$ cat src/rtl/gauss_periph_if.sv
// Gauss filter register window (CTRL/STATUS/DATA_IN/DATA_OUT) with start/done handshake and watchdog; irq_o under GAUSS_IRQ_EN.
// Latency: read data 1 cycle after rd_en_i; filt_start_o 1 cycle after the CTRL start write.
// Backpressure: none; every bus access completes in a single cycle.
module gauss_periph_if #(
    parameter int          DATA_W      = 32,
    parameter logic [31:0] MATCH_MASK  = 32'h0000_F0F0,
    parameter logic [31:0] MATCH_VAL   = 32'h0000_2030,
    parameter int          TIMEOUT_CYC = 1023
) (
    input  logic              clk,
    input  logic              rst_n,
    input  logic [31:0]       addr_i,
    input  logic              wr_en_i,
    input  logic              rd_en_i,
    input  logic [DATA_W-1:0] wdata_i,
    output logic              select_o,
    output logic [DATA_W-1:0] rdata_o,
    output logic              rvalid_o,
    output logic              filt_start_o,
    output logic [DATA_W-1:0] filt_din_o,
`ifdef GAUSS_IRQ_EN
    output logic              irq_o,
`endif
    input  logic              filt_done_i,
    input  logic [DATA_W-1:0] filt_dout_i
);

    localparam int                CNT_W   = $clog2(TIMEOUT_CYC + 1);
    localparam logic [CNT_W-1:0]  CNT_MAX = CNT_W'(TIMEOUT_CYC);
    localparam logic [1:0] OFF_CTRL    = 2'd0;
    localparam logic [1:0] OFF_STATUS  = 2'd1;
    localparam logic [1:0] OFF_DATA_IN = 2'd2;

    typedef enum logic [1:0] {
        S_IDLE = 2'd0,
        S_BUSY = 2'd1,
        S_DONE = 2'd2
    } state_t;

    state_t             r_state;
    state_t             w_state_nxt;
    logic [CNT_W-1:0]   r_cnt;
    logic               r_done;
    logic               r_timeout;
    logic               r_ie;
    logic [DATA_W-1:0]  r_din;
    logic [DATA_W-1:0]  r_dout;
    logic [DATA_W-1:0]  r_rdata;
    logic               r_rvalid;
    logic               r_start;

    logic               w_rd;
    logic               w_wr;
    logic [1:0]         w_off;
    logic               w_busy;
    logic               w_start_req;
    logic               w_rd_status;
    logic               w_go;
    logic               w_done_hit;
    logic               w_to_hit;
    logic [DATA_W-1:0]  w_rdata_nxt;

    assign select_o     = ((addr_i & MATCH_MASK) == MATCH_VAL);
    assign w_off        = addr_i[3:2];
    assign w_rd         = rd_en_i & select_o;
    assign w_wr         = wr_en_i & select_o;
    assign w_busy       = (r_state == S_BUSY);
    assign w_start_req  = w_wr && (w_off == OFF_CTRL) && wdata_i[0];
    assign w_rd_status  = w_rd && (w_off == OFF_STATUS);

    always_ff @(posedge clk or negedge rst_n) begin
        if (!rst_n) begin
            r_state <= S_IDLE;
        end else begin
            r_state <= w_state_nxt;
        end
    end

    // Done beats the watchdog when both land on the final BUSY cycle.
    always_comb begin
        w_state_nxt = r_state;
        w_go        = 1'b0;
        w_done_hit  = 1'b0;
        w_to_hit    = 1'b0;
        case (r_state)
            S_IDLE: begin
                if (w_start_req) begin
                    w_state_nxt = S_BUSY;
                    w_go        = 1'b1;
                end
            end
            S_BUSY: begin
                if (filt_done_i) begin
                    w_state_nxt = S_DONE;
                    w_done_hit  = 1'b1;
                end else if (r_cnt == CNT_MAX) begin
                    w_state_nxt = S_IDLE;
                    w_to_hit    = 1'b1;
                end
            end
            S_DONE: begin
                if (w_start_req) begin
                    w_state_nxt = S_BUSY;
                    w_go        = 1'b1;
                end else if (w_rd_status) begin
                    w_state_nxt = S_IDLE;
                end
            end
            default: w_state_nxt = S_IDLE;
        endcase
    end

    always_comb begin
        w_rdata_nxt = '0;
        case (w_off)
            OFF_CTRL:    w_rdata_nxt[1]   = r_ie;
            OFF_STATUS:  w_rdata_nxt[2:0] = {r_timeout, r_done, w_busy};
            OFF_DATA_IN: w_rdata_nxt      = r_din;
            default:     w_rdata_nxt      = r_dout;
        endcase
    end

    // A set event outranks a coincident read-to-clear; the read still returns the old flags.
    always_ff @(posedge clk or negedge rst_n) begin
        if (!rst_n) begin
            r_cnt     <= '0;
            r_done    <= 1'b0;
            r_timeout <= 1'b0;
            r_ie      <= 1'b0;
            r_din     <= '0;
            r_dout    <= '0;
            r_rdata   <= '0;
            r_rvalid  <= 1'b0;
            r_start   <= 1'b0;
        end else begin
            r_start  <= w_go;
            r_rvalid <= w_rd;
            if (w_rd) begin
                r_rdata <= w_rdata_nxt;
            end
            if (w_go) begin
                r_cnt <= '0;
            end else if (w_busy) begin
                r_cnt <= r_cnt + CNT_W'(1);
            end
            if (w_go) begin
                r_done <= 1'b0;
            end else if (w_done_hit) begin
                r_done <= 1'b1;
            end else if (w_rd_status) begin
                r_done <= 1'b0;
            end
            if (w_go) begin
                r_timeout <= 1'b0;
            end else if (w_to_hit) begin
                r_timeout <= 1'b1;
            end else if (w_rd_status) begin
                r_timeout <= 1'b0;
            end
            if (w_wr && (w_off == OFF_CTRL)) begin
                r_ie <= wdata_i[1];
            end
            if (w_wr && (w_off == OFF_DATA_IN) && !w_busy) begin
                r_din <= wdata_i;
            end
            if (w_done_hit) begin
                r_dout <= filt_dout_i;
            end
        end
    end

    assign rdata_o      = r_rdata;
    assign rvalid_o     = r_rvalid;
    assign filt_start_o = r_start;
    assign filt_din_o   = r_din;
`ifdef GAUSS_IRQ_EN
    assign irq_o        = r_ie & (r_done | r_timeout);
`endif

endmodule
$ cat config.mk
export PLATFORM = sky130hd
export DESIGN_NAME = gauss_periph_if
export DESIGN_NICKNAME = d
export VERILOG_FILES = /design/src/rtl/gauss_periph_if.sv
export SDC_FILE = /design/constraint.sdc
export NUM_CORES = 1
export LEC_CHECK = 0
export ABC_AREA = 0
export CAP_MARGIN = 20
export CORE_MARGIN = 2
export CORE_UTILIZATION = 47
export CTS_BUF_LIST = sky130_fd_sc_hd__clkbuf_2
export CTS_CLUSTER_SIZE = 12
export DETAILED_ROUTE_END_ITERATION = 10
export PLACE_DENSITY = 0.87
export SYNTH_ARGS = -nofsm -noshare
export SYNTH_HDL_FRONTEND = slang
export SYNTH_SLANG_ARGS = --single-unit
$ cat constraint.sdc
create_clock -name clk -period 1.83 [get_ports clk]
set_input_delay 0.183 -clock clk [delete_from_list [all_inputs] [get_ports clk]]
set_output_delay 0.183 -clock clk [all_outputs]
set_load 0.03 [all_outputs]
==> results of run 1 <==
registers in the layout, indices dropped and copies added (netlist names), 2 cells and up:
register and flops:
rdata_o 32, r_state 2, filt_din_o 32, r_cnt 10, r_dout 32
area by class of cell:
cell class / count / area [sq um]
clock buffers: 17 / 85.08
flip-flops and latches: 113 / 2828
inverters: 4 / 15.01
multi-input cells: 255 / 1932
well taps: 136 / 170.2
clock inverters: 15 / 161.4
fillers: 788 / 3353
repair buffers: 173 / 1687
final timing paths:
path                             start             end  slack [ps]
max                         addr_i[14]        select_o         120
min                         wdata_i[7]   filt_din_o[7]         120
max reg2reg                 r_state[0]  filt_din_o[23]         150
min reg2reg                rdata_o[26]     rdata_o[26]         500
max in group asynchronous        rst_n      r_dout[21]         230
min in group asynchronous        rst_n     rdata_o[23]         590
cell usage in the layout (no fill, tap or decap), drive strengths merged, types with 2 or more instances in the layout:
cell,count
nand2,70
buf,27
xor2,2
inv,7
bufinv,2
nand2b,3
nand4,2
nor3,3
mux2,97
a22oi,2
dfrtp,113
nand3b,2
o21ai,38
dlygate4sd3,4
xnor2,4
clkbuf,17
nor4,3
or3,2
nor2b,2
a21oi,2
dlygate4sd2,66
clkdlybuf4s50,76
clkinv,6
clkinvlp,4
nor2,10
per-layer routing:
layer,vias to the layer above,share of wire,global-route usage
li1,1718,-,-
met1,1867,0.41,0.2681
met2,127,0.53,0.3951
met3,17,0.048,0.06928
met4,0,0.012,0.05921
met5,-,0,0
worst max-delay path: cells and delay by family:
| family | cells | cell delay [ps] |
|---|---|---|
| simple gates | 2 | 690 |
| buf+inv | 3 | 660 |
cells by family (layout without fill, tap and decap cells):
logic type / count (synthesis) / count (layout)
flops: 113 / 113
fa+ha+maj: 1 / 1
buf+inv: 27 / 209
mux: 99 / 99
simple gates: 104 / 104
compound gates: 45 / 45
xor+xnor: 6 / 6
stage by stage:
stage / cell area [sq um] / setup slack [ps] / setup TNS, ps
5_1_grt: 6878 / 13.38 / 0
3_5_place_dp: 6659 / -412.4 / -25410
6_report: 6878 / 121.2 / 0
3_3_place_gp: 6659 / -376.5 / -23170
4_1_cts: 6853 / 61.97 / 0
2_1_floorplan: 4920 / -56.28 / -1638
what timing repair did:
| action | 4_1_cts | 5_1_grt |
|---|---|---|
| endpoints found under the hold margin | 113 | 9 |
| setup endpoints to repair | 66 | 0 |
| resized for setup | 66 | 0 |
| hold buffers | 3 | 1 |
report_power, final:
part	internal (mW)	switching [mW]	total, mW
combinational	0.296	0.214	0.510
sequential	2.58	0.0541	2.64
clock	0.638	1.04	1.67
total	3.52	1.30	4.82
==> results.txt, run 1 <==
total power -> 4.820 mW
CTS H-tree lvls -> 4
placed cells -> 676
gr ovfl total -> 0
Initial Utilization -> 0.4805
std cell rows -> 37
leak pwr -> 3.456 nW
Area Growth Syn to Fin -> 39.91%
post-synth cell types -> 41
type of the tightest min-delay check -> in2reg
critical-path maximum fanout -> 4
Worst-Skew Late Latency -> 650 ps
Synth area leader -> dfrtp_1
Post-synth EDFFs -> 0
Worst EP arrival -> 1530 ps
residual DRC count -> 0
Max stage delay cell, worst path -> or4b_4
Synth top area share -> 0.5752
ys flop type -> dfrtp_1
Hold Fails Final Rpt -> 0
most frequent cells after synthesis -> dfrtp_1 (113), mux2_2 (92), nand2_1 (70), o21ai_0 (33), clkbuf_1 (13)
GRT Total Usage -> 0.2249
Seq cells post-synth -> 113
WP data required -> 1650 ps
Seq/Total Area, Yosys -> 0.5752
Cell Pwr Density -> 700.8 nW/um^2
fin crit share -> 0.9338
max incr delay on CP -> 580 ps
num ports -> 168
Post-Route WL -> 12220 um
Startpoint Class -> input pin
CP Capture Type -> primary output
fmax -> 0.5852 GHz
clock net sink count -> 113
die area -> 11290 sq um
number of global-route vias before repair -> 3975
Critical Path Most Common Cell -> buf_4
share of cells above drive strength 1 -> 0.2773
first-pass GRT wire length -> 19510 um
clock-pin slew on the worst setup and hold paths -> 200 ps
setup violators final -> 0
pin count of the biggest net entering global routing -> 47
CTS Buf Count -> 17
Synth Area in Simple Gates -> 0.1010
Min Hold Slack -> 123.2 ps
vias per std cell -> 5.230
GPL Wtd Cong -> 0.7944
Max VDD drop -> 0.3902 mV
Die Ht -> 106.3 um
CTS max path bufs -> 2
Core ar. -> 10230 sq um
syn nets -> 497
asr flop ratio synth -> 1.000
DR vias -> 3729
Post-Route Skew -> 24.40 ps
Port Buf Inserts -> 145
Worst Tran Pin Value -> 601.8 ps
multiplexer area fraction after synthesis -> 0.2296
number of antenna-violating nets in the routed design -> 0
initial antenna violation count -> 0
n_diodes -> 0
nets -> 666
Setup Crit Path Kind -> in2out
per-cell routed wire length -> 17.13 um
CP Cell Sequence -> clkdlybuf4s50_1, or4b_4, nor2_4, buf_4, buf_4
RSZ-0062 raised after global routing -> false
drt pass-1 iters -> 4
Max Cap Violations -> 0
final slew viol count -> 0
HPWL after DPL -> 8652 um
synthesized cell area -> 4916 sq um
Synth warnings -> 0
Final min period -> 1709 ps
Die W -> 106.3 um
number of cells on the worst reg-to-reg path -> 4
Post-Syn Area per Cell -> 12.45 sq um
utilization after layout -> 0.6723
Root Buffer -> clkbuf_2
drt initial violations -> 139
XOR/XNOR share of the synthesized area -> 0.01069
Synth Area in Adders -> 0.002545
top cells by area, synth -> dfrtp_1 (58%), mux2_2 (21%), nand2_1 (5.3%)
Syn Inst Count -> 395
most frequent cell after synthesis -> dfrtp_1
Worst Hold Path Cells -> 2
CTS tree -> built
status -> finished, final reports clean
largest family of logic cells by synthesized area -> multiplexers
Setup Fix Bufs, Post-CTS -> 0
post-synthesis compound-gate area fraction -> 0.04861
max_slew headroom -> 0.5975
fin cells -> 713
Power figures use the tool's default switching activity.
==> run 2: changes to the inputs <==
--- a/config.mk
+++ b/config.mk
@@ -8,11 +8,11 @@
 export ABC_AREA = 0
 export CAP_MARGIN = 20
 export CORE_MARGIN = 2
-export CORE_UTILIZATION = 47
+export CORE_UTILIZATION = 51
 export CTS_BUF_LIST = sky130_fd_sc_hd__clkbuf_2
 export CTS_CLUSTER_SIZE = 12
 export DETAILED_ROUTE_END_ITERATION = 10
-export PLACE_DENSITY = 0.87
+export PLACE_DENSITY = 0.93
 export SYNTH_ARGS = -nofsm -noshare
 export SYNTH_HDL_FRONTEND = slang
 export SYNTH_SLANG_ARGS = --single-unit
==> constraint.sdc (replaced) <==
create_clock -name clk -period 2.1 [get_ports clk]
set_input_delay 0.42 -clock clk [delete_from_list [all_inputs] [get_ports clk]]
set_output_delay 0.42 -clock clk [all_outputs]
set_load 0.03 [all_outputs]
==> results.txt, run 2 (synthesis results as in run 1) <==
num ports -> 168 (unchanged)
Core ar. -> 9284 sq um (was 10230 sq um)
CP Cell Sequence -> clkdlybuf4s50_1, or4b_4, nor2_4, buf_6 (was clkdlybuf4s50_1, or4b_4, nor2_4, buf_4, buf_4)
CTS max path bufs -> 2 (unchanged)
critical-path maximum fanout -> 2 (was 4)
final slew viol count -> 0 (unchanged)
first-pass GRT wire length -> 19330 um (was 19510 um)
reg2reg end -> filt_din_o[30] (was filt_din_o[23])
Startpoint Class -> input pin (unchanged)
utilization after layout -> 0.7332 (was 0.6723)
fin cells -> 698 (was 713)
number of antenna-violating nets in the routed design -> 0 (unchanged)
gr ovfl total -> 0 (unchanged)
WP data required -> 1680 ps (was 1650 ps)
type of the tightest min-delay check -> in2async (was in2reg)
fmax -> 0.4850 GHz
Max stage delay cell, worst path -> or4b_4 (unchanged)
Die Ht -> 102.2 um (was 106.3 um)
initial antenna violation count -> 0 (unchanged)
Worst Tran Pin Value -> 426.3 ps (was 601.8 ps)
Area Growth Syn to Fin -> 38.46% (was 39.91%)
Port Buf Inserts -> 145 (unchanged)
Met2 Wirelength -> 6675 um (was 6469 um)
Max VDD drop -> 0.4028 mV (was 0.3902 mV)
metal3 WL -> 762 um (was 584 um)
GPL Wtd Cong -> 0.7804 (was 0.7944)
CP Capture Type -> primary output (unchanged)
WP buf/inv -> 2 (was 3)
pin count of the biggest net entering global routing -> 51 (was 47)
max incr delay on CP -> 520 ps (was 580 ps)
Hold Fails Final Rpt -> 0 (unchanged)
Reg2Reg Launch Point -> r_state[0] (unchanged)
CTS H-tree lvls -> 4 (unchanged)
status -> finished, final reports clean (unchanged)
Die W -> 102.2 um (was 106.3 um)
Cell Pwr Density -> 634.0 nW/um^2 (was 700.8 nW/um^2)
Root Buffer -> clkbuf_2 (unchanged)
placed standard-cell area -> 6608 sq um (was 6659 sq um)
most common cell after layout, fill and taps aside -> dfrtp_1 (unchanged)
vias per std cell -> 5.244 (was 5.230)
Post-Route WL -> 12200 um (was 12220 um)
Post-Route Skew -> 33.66 ps (was 24.40 ps)
commonest cells after routing, fill and taps aside -> dfrtp_1 (113), mux2_2 (92), clkdlybuf4s50_1 (73), nand2_1 (69), dlygate4sd2_1 (69) (was dfrtp_1 (113), mux2_2 (92), clkdlybuf4s50_1 (76), nand2_1 (69), dlygate4sd2_1 (66))
die area -> 10440 sq um (was 11290 sq um)
per-cell routed wire length -> 17.48 um (was 17.13 um)
drt pass-1 iters -> 4 (unchanged)
Max Cap Violations -> 0 (unchanged)
residual DRC count -> 0 (unchanged)
CTS Buf Count -> 17 (unchanged)
leak pwr -> 3.434 nW (was 3.456 nW)
Worst-Skew Late Latency -> 660 ps (was 650 ps)
final non-filler cell area -> 6807 sq um (was 6878 sq um)
max_slew headroom -> 0.7158 (was 0.5975)
n_diodes -> 0 (unchanged)
Worst EP arrival -> 1640 ps (was 1530 ps)
GRT Total Usage -> 0.2486 (was 0.2249)
fin crit share -> 0.9819
Final min period -> 2062 ps
placed cells -> 665 (was 676)
std cell rows -> 35 (was 37)
DR vias -> 3660 (was 3729)
number of cells on the worst reg-to-reg path -> 4 (unchanged)
clock net sink count -> 113 (unchanged)
clock-pin slew on the worst setup and hold paths -> 180 ps (was 200 ps)
RSZ-0062 raised after global routing -> false (unchanged)
number of global-route vias before repair -> 4010 (was 3975)
share of cells above drive strength 1 -> 0.2724 (was 0.2773)
delay-heaviest family, CP -> simple AND/OR/NAND/NOR gates (unchanged)
top layer in use -> met4 (unchanged)
nets -> 658 (was 666)
CTS tree -> built (unchanged)
Setup Crit Path Kind -> in2out (unchanged)
Reg2Reg Setup Slack -> 300 ps (was 150 ps)
HPWL after DPL -> 8792 um (was 8652 um)
WL met1 -> 4535 um (was 5019 um)
Initial Utilization -> 0.5295 (was 0.4805)
drt initial violations -> 86 (was 139)
setup violators final -> 0 (unchanged)
[run 2: timing repair]
| item | CTS | global route |
|---|---|---|
| hold buffers | 1 | 0 |
| pin swaps | 2 | 1 |
| setup endpoints to repair | 67 | 1 |
| gates resized for setup | 70 | 0 |
| endpoints found under the hold margin | 37 | 0 |
| buffers inserted | 1 | 0 |
[run 2: worst max path at each step]
stage                     startpoint  slack (ps)  cells after the start        endpoint
after floorplan           addr_i[14]         -20                      6  filt_din_o[13]
after global placement    addr_i[14]        -350                      6  filt_din_o[17]
after detailed placement  addr_i[14]        -400                      6   filt_din_o[6]
after CTS                 addr_i[14]          10                      4        select_o
after global routing      addr_i[14]          20                      4        select_o
final                     addr_i[14]          40                      4        select_o
[run 2: routing by layer]
layer  track usage  vias up
met1        0.2702     1816
met3       0.07592       21
met5             0        -
met2        0.4514      133
li1              -     1690
met4        0.1005        0
[run 2: final cells by class]
type | count | area (sq um)
well taps | 129 | 161.4
repair buffers | 165 | 1599
inverters | 4 | 15.01
clock inverters | 14 | 181.4
fillers | 688 | 2477
multi-input cells | 255 | 1932
clock buffers | 18 | 90.09
flip-flops and latches | 113 | 2828
[run 2: where the power goes]
| part | switching, mW | internal [mW] |
|---|---|---|
| clock | 0.897 | 0.688 |
| sequential | 0.0469 | 2.25 |
| combinational | 0.183 | 0.250 |
[run 2: metrics by stage]
stage	hold WS (ps)	total power [mW]	setup slack [ps]	setup TNS [ps]
after global placement	384.4	2.754	-345.5	-20840
after global routing	181.3	4.524	21.49	0
final	233.0	4.316	38.07	0
after CTS	187.8	4.355	9.951	0
after detailed placement	389.0	2.781	-404.3	-25100
after floorplan	124.4	2.502	-23.28	-648.2
==> variant 1: new RTL, config.mk and constraints of run 2 <==
The 3 states of `state_t` get a one-hot encoding in 3 bits.
--- a/src/rtl/gauss_periph_if.sv
+++ b/src/rtl/gauss_periph_if.sv
@@ -31,10 +31,10 @@
     localparam logic [1:0] OFF_STATUS  = 2'd1;
     localparam logic [1:0] OFF_DATA_IN = 2'd2;
 
-    typedef enum logic [1:0] {
-        S_IDLE = 2'd0,
-        S_BUSY = 2'd1,
-        S_DONE = 2'd2
+    typedef enum logic [2:0] {
+        S_IDLE = 3'b001,
+        S_BUSY = 3'b010,
+        S_DONE = 3'b100
     } state_t;
 
     state_t             r_state;
Check against the original RTL: no difference found for any inputs over 4 cycles, from zero or initial values and one cycle with rst_n low; so few cycles prove little.
==> variant 1 against run 2 <==
Area after synthesis increased by 3.7%. Power decreased by 3.1%. Sequential cell count increased by 1. Largest power group unchanged. Worst setup slack improved by 0.0046 ns. Critical path depth increased by 2. Wire length increased by 7.2%. First-iteration DRC count increased to 2.9 times the old value. Highest routed layer unchanged. Cell area increased by 2.2%.
==> variant 1: results (changes against run 2) <==
register area share after synthesis=55.96% (-1.6 points); postcts setup bufs=0 (-1); Setup crit end=select_o; CP arrival=1.64 ns (about the same); R2R depth=4 (unchanged); Post-Place Cell Area=0.006734 mm2 (+1.9%); relative slew slack=58.62% (-13 points); GPL Wtd Cong=0.8468 (+8.5%); Most used DFF post-synth=dfrtp_1; Final nets=724 (+10%); CP max stage cell=clkdlybuf4s50_1; total wire length=13.08 mm (+7.2%); vias=4125 (+13%); pin count of the biggest net entering global routing=115 (+130%); Mapped Nets=571 (+15%); status=completed; DRT Pass-1 Iters=5 (+1); clock insertion delay at the later pin of the skew report=0.61 ns (-0.05 ns); pre-CTS setup slack=-0.1349 ns (+0.2694 ns); Min-Delay Path Class=in -> reg; final hold slack=0.2502 ns (+0.01719 ns); r2r setup slk=0.29 ns; xor and xnor area share after synthesis=1.717% (+0.65 points); cell count after synthesis=469 (+19%); Iter 0 DRT Violations=248 (+190%); Vias/cell=5.371 (+2.4%); VDD IR max=353.4 uV (-12%); Synth Area in Adders=0.2453% (-0.0092 points); final period utilization=97.97% (-0.22 points); CP Max Fanout=2 (unchanged); clk_skew=0.02969 ns (-0.003962 ns); Synth cell types=36 (-12%); first-pass GRT wire length=21.64 mm (+12%); PostCTS Resize Cnt=65 (-7.1%); share of layout cells above drive strength 1=19.69% (-7.6 points); worst reg2reg startpoint=r_state[1]; largest cells by area after synthesis=dfrtp_1 55%, nand2_1 12%, mux2_4 8.8%; crit-path max cell delay=0.45 ns (-0.07 ns); Compound-Gate Fraction of Synth Area=4.293% (-0.57 points); mux contribution to synthesized area=17.00% (-6.0 points); r2r endpoint=filt_din_o[22]; hpwl dp=9.121 mm (+3.7%); GRT Resource Usage Total=25.28% (+0.42 points); vias in the first global route=4405 (+9.9%); Commonest cells post-synth=163 x nand2_1, 113 x dfrtp_1, 35 x mux2_2, 34 x o21ai_0, 30 x mux2_4; leak pwr=3.679 nW (+7.1%)
==> variant 1: critical path, delay by kind of cell <==
family | cells | cell delay [ns]
buf+inv | 4 | 0.77
simple gates | 2 | 0.45
==> variant 1: power breakdown <==
group | leakage, nW | switching [mW] | internal [mW] | total [mW]
registers | 1.53 | 0.0119 | 2.21 | 2.22
logic | 1.98 | 0.144 | 0.183 | 0.327
clock network | 0.164 | 0.841 | 0.794 | 1.63
==> variant 1: layer usage <==
| metal | vias to the layer above | routed length [um] | track usage, % |
|---|---|---|---|
| met1 | 2066 | 5030 | 29.10 |
| met5 | - | 0 | 0 |
| met3 | 22 | 746 | 5.764 |
| met4 | 0 | 227 | 9.363 |
| met2 | 177 | 7071 | 45.86 |
| li1 | 1860 | - | - |
==> variant 1: final cells by class <==
cell class / instances / area (um2)
well taps: 133 / 166.4
repair buffers: 162 / 1550
inverters: 4 / 15.01
multi-input cells: 323 / 2087
fillers: 700 / 2776
flip-flops and latches: 114 / 2854
clock buffers: 19 / 95.09
clock inverters: 13 / 185.2
==> variant 2: new RTL, flow settings as in run 2 <==
Without the edit above. Set the parameter `MATCH_VAL` to 32'h00002000 (it was 32'h0000_2030).
--- a/src/rtl/gauss_periph_if.sv
+++ b/src/rtl/gauss_periph_if.sv
@@ -4,7 +4,7 @@
 module gauss_periph_if #(
     parameter int          DATA_W      = 32,
     parameter logic [31:0] MATCH_MASK  = 32'h0000_F0F0,
-    parameter logic [31:0] MATCH_VAL   = 32'h0000_2030,
+    parameter logic [31:0] MATCH_VAL   = 32'h00002000,
     parameter int          TIMEOUT_CYC = 1023
 ) (
     input  logic              clk,
Formal check against the unedited RTL: not equivalent (Yosys sat finds a counterexample within 4 cycles, from zero or initial values and one cycle with rst_n low).
==> variant 2 against run 2 <==
Wire length increased by 0.66%. Combinational power is 22% lower. Non-clock buffer count up 1. Count of clock-buffer cells in the layout fell by 1. Cell count rose by 0.57%. Area after synthesis increased by 2.3%. First-iteration DRC count shrank 27%. Power shrank 0.17%. Cell area is 2.4% higher. Clock skew fell by 0.0037 ns. Worst setup slack better by 0.027 ns. Die area increased by 2.2%. Sequential cell count is the same. Largest power group unchanged.
==> variant 2: results (changes against run 2) <==
worst reg2reg startpoint=r_state[1]; Post-Place Cell Area=0.006719 mm2 (+1.7%); met1 Usage GRT=28.72% (+1.7 points); # fillers=681 (-1.0%); leak pwr=3.514 nW (+2.3%); Sw Pwr=1.029 mW (-8.7%); Cell Int Power=3.280 mW (+2.8%); GRT Resource Usage Total=24.41% (-0.44 points); status=completed; vias in the first global route=3904 (-2.6%); pre-CTS setup slack=-0.2095 ns (+0.1948 ns); pin count of the biggest net entering global routing=66 (+29%); CP Max Fanout=3 (+1); register area share after synthesis=56.20% (-1.3 points); clk_skew=0.02994 ns (-0.003716 ns); routed wl met3=684 um (-10%); CP arrival=1.61 ns (-0.03 ns); met2 WL=6.341 mm (-5.0%); r2r endpoint=filt_din_o[22]; Top delay family on crit path=buffers and inverters; grt met3 use=7.527% (-0.065 points); Commonest cells post-synth=113 x dfrtp_1, 69 x nand2_1, 67 x mux2_2, 37 x o21ai_0, 30 x mux2_4; combinational power share=7.8% (-2.2 points); CP max stage cell=clkdlybuf4s50_1; Mapped Nets=494 (-0.60%); Placed Cells=667 (+0.30%); Min-Delay Path Class=in -> reg
variant 2: cell count changes after synthesis, moves of 4 or more:
cell,before,now
xor2_1,2,6
buf_2,1,8
mux2_4,1,30
o21ai_0,33,37
nand3_1,0,4
mux2_2,92,67
xnor2_1,4,0
buf_6,7,0
o21ai_1,5,0
mux2_1,4,0
buf_12,0,4
variant 2: layout make-up:
| type | count | area (um2) | share of cell area [%] |
|---|---|---|---|
| tap | 133 | 166.4 | 2.388 |
| clock inverter | 15 | 216.5 | 3.106 |
| multi-input combinational | 254 | 2042 | 29.30 |
| inverter | 3 | 11.26 | 0.1616 |
| sequential | 113 | 2828 | 40.57 |
| clock buffer | 17 | 85.08 | 1.221 |
| antenna | 1 | 2.502 | 0.03591 |
| timing repair buffer | 166 | 1618 | 23.21 |
variant 2: how the worst max path moves through the flow:
stage	to	cells past startpoint
CTS	select_o	5
detailed placement	filt_din_o[22]	6
global route	filt_din_o[2]	1
floorplan	filt_din_o[10]	6
finish	select_o	5
global placement	filt_din_o[23]	6
variant 2: timing repair:
action                                 CTS  global route
hold buffers                             1             0
setup endpoints to repair               66             1
buffers inserted                         0             1
resized for setup                       66             4
pin swaps                                0             3
endpoints found under the hold margin  113             0
variant 2: worst reg2reg max path, stage by stage, from the launching register on:
cell	delay, ns
dfrtp_1	0.46
and2b_1	0.28
nor3b_1	0.22
and3_4	0.32
buf_12	0.18
mux2_4	0.32
variant 2: cells by family after synthesis:
kind of cell             Yosys count  synth area share, %
adder cells (fa/ha/maj)            1               0.2487
flip-flops                       113                56.20
multiplexers                      98                24.40
buffers and inverters             25                3.358
AND/OR/NAND/NOR                  104                10.05
XOR/XNOR                           6                1.045
AO/OA/AOI/OAI                     45                4.700
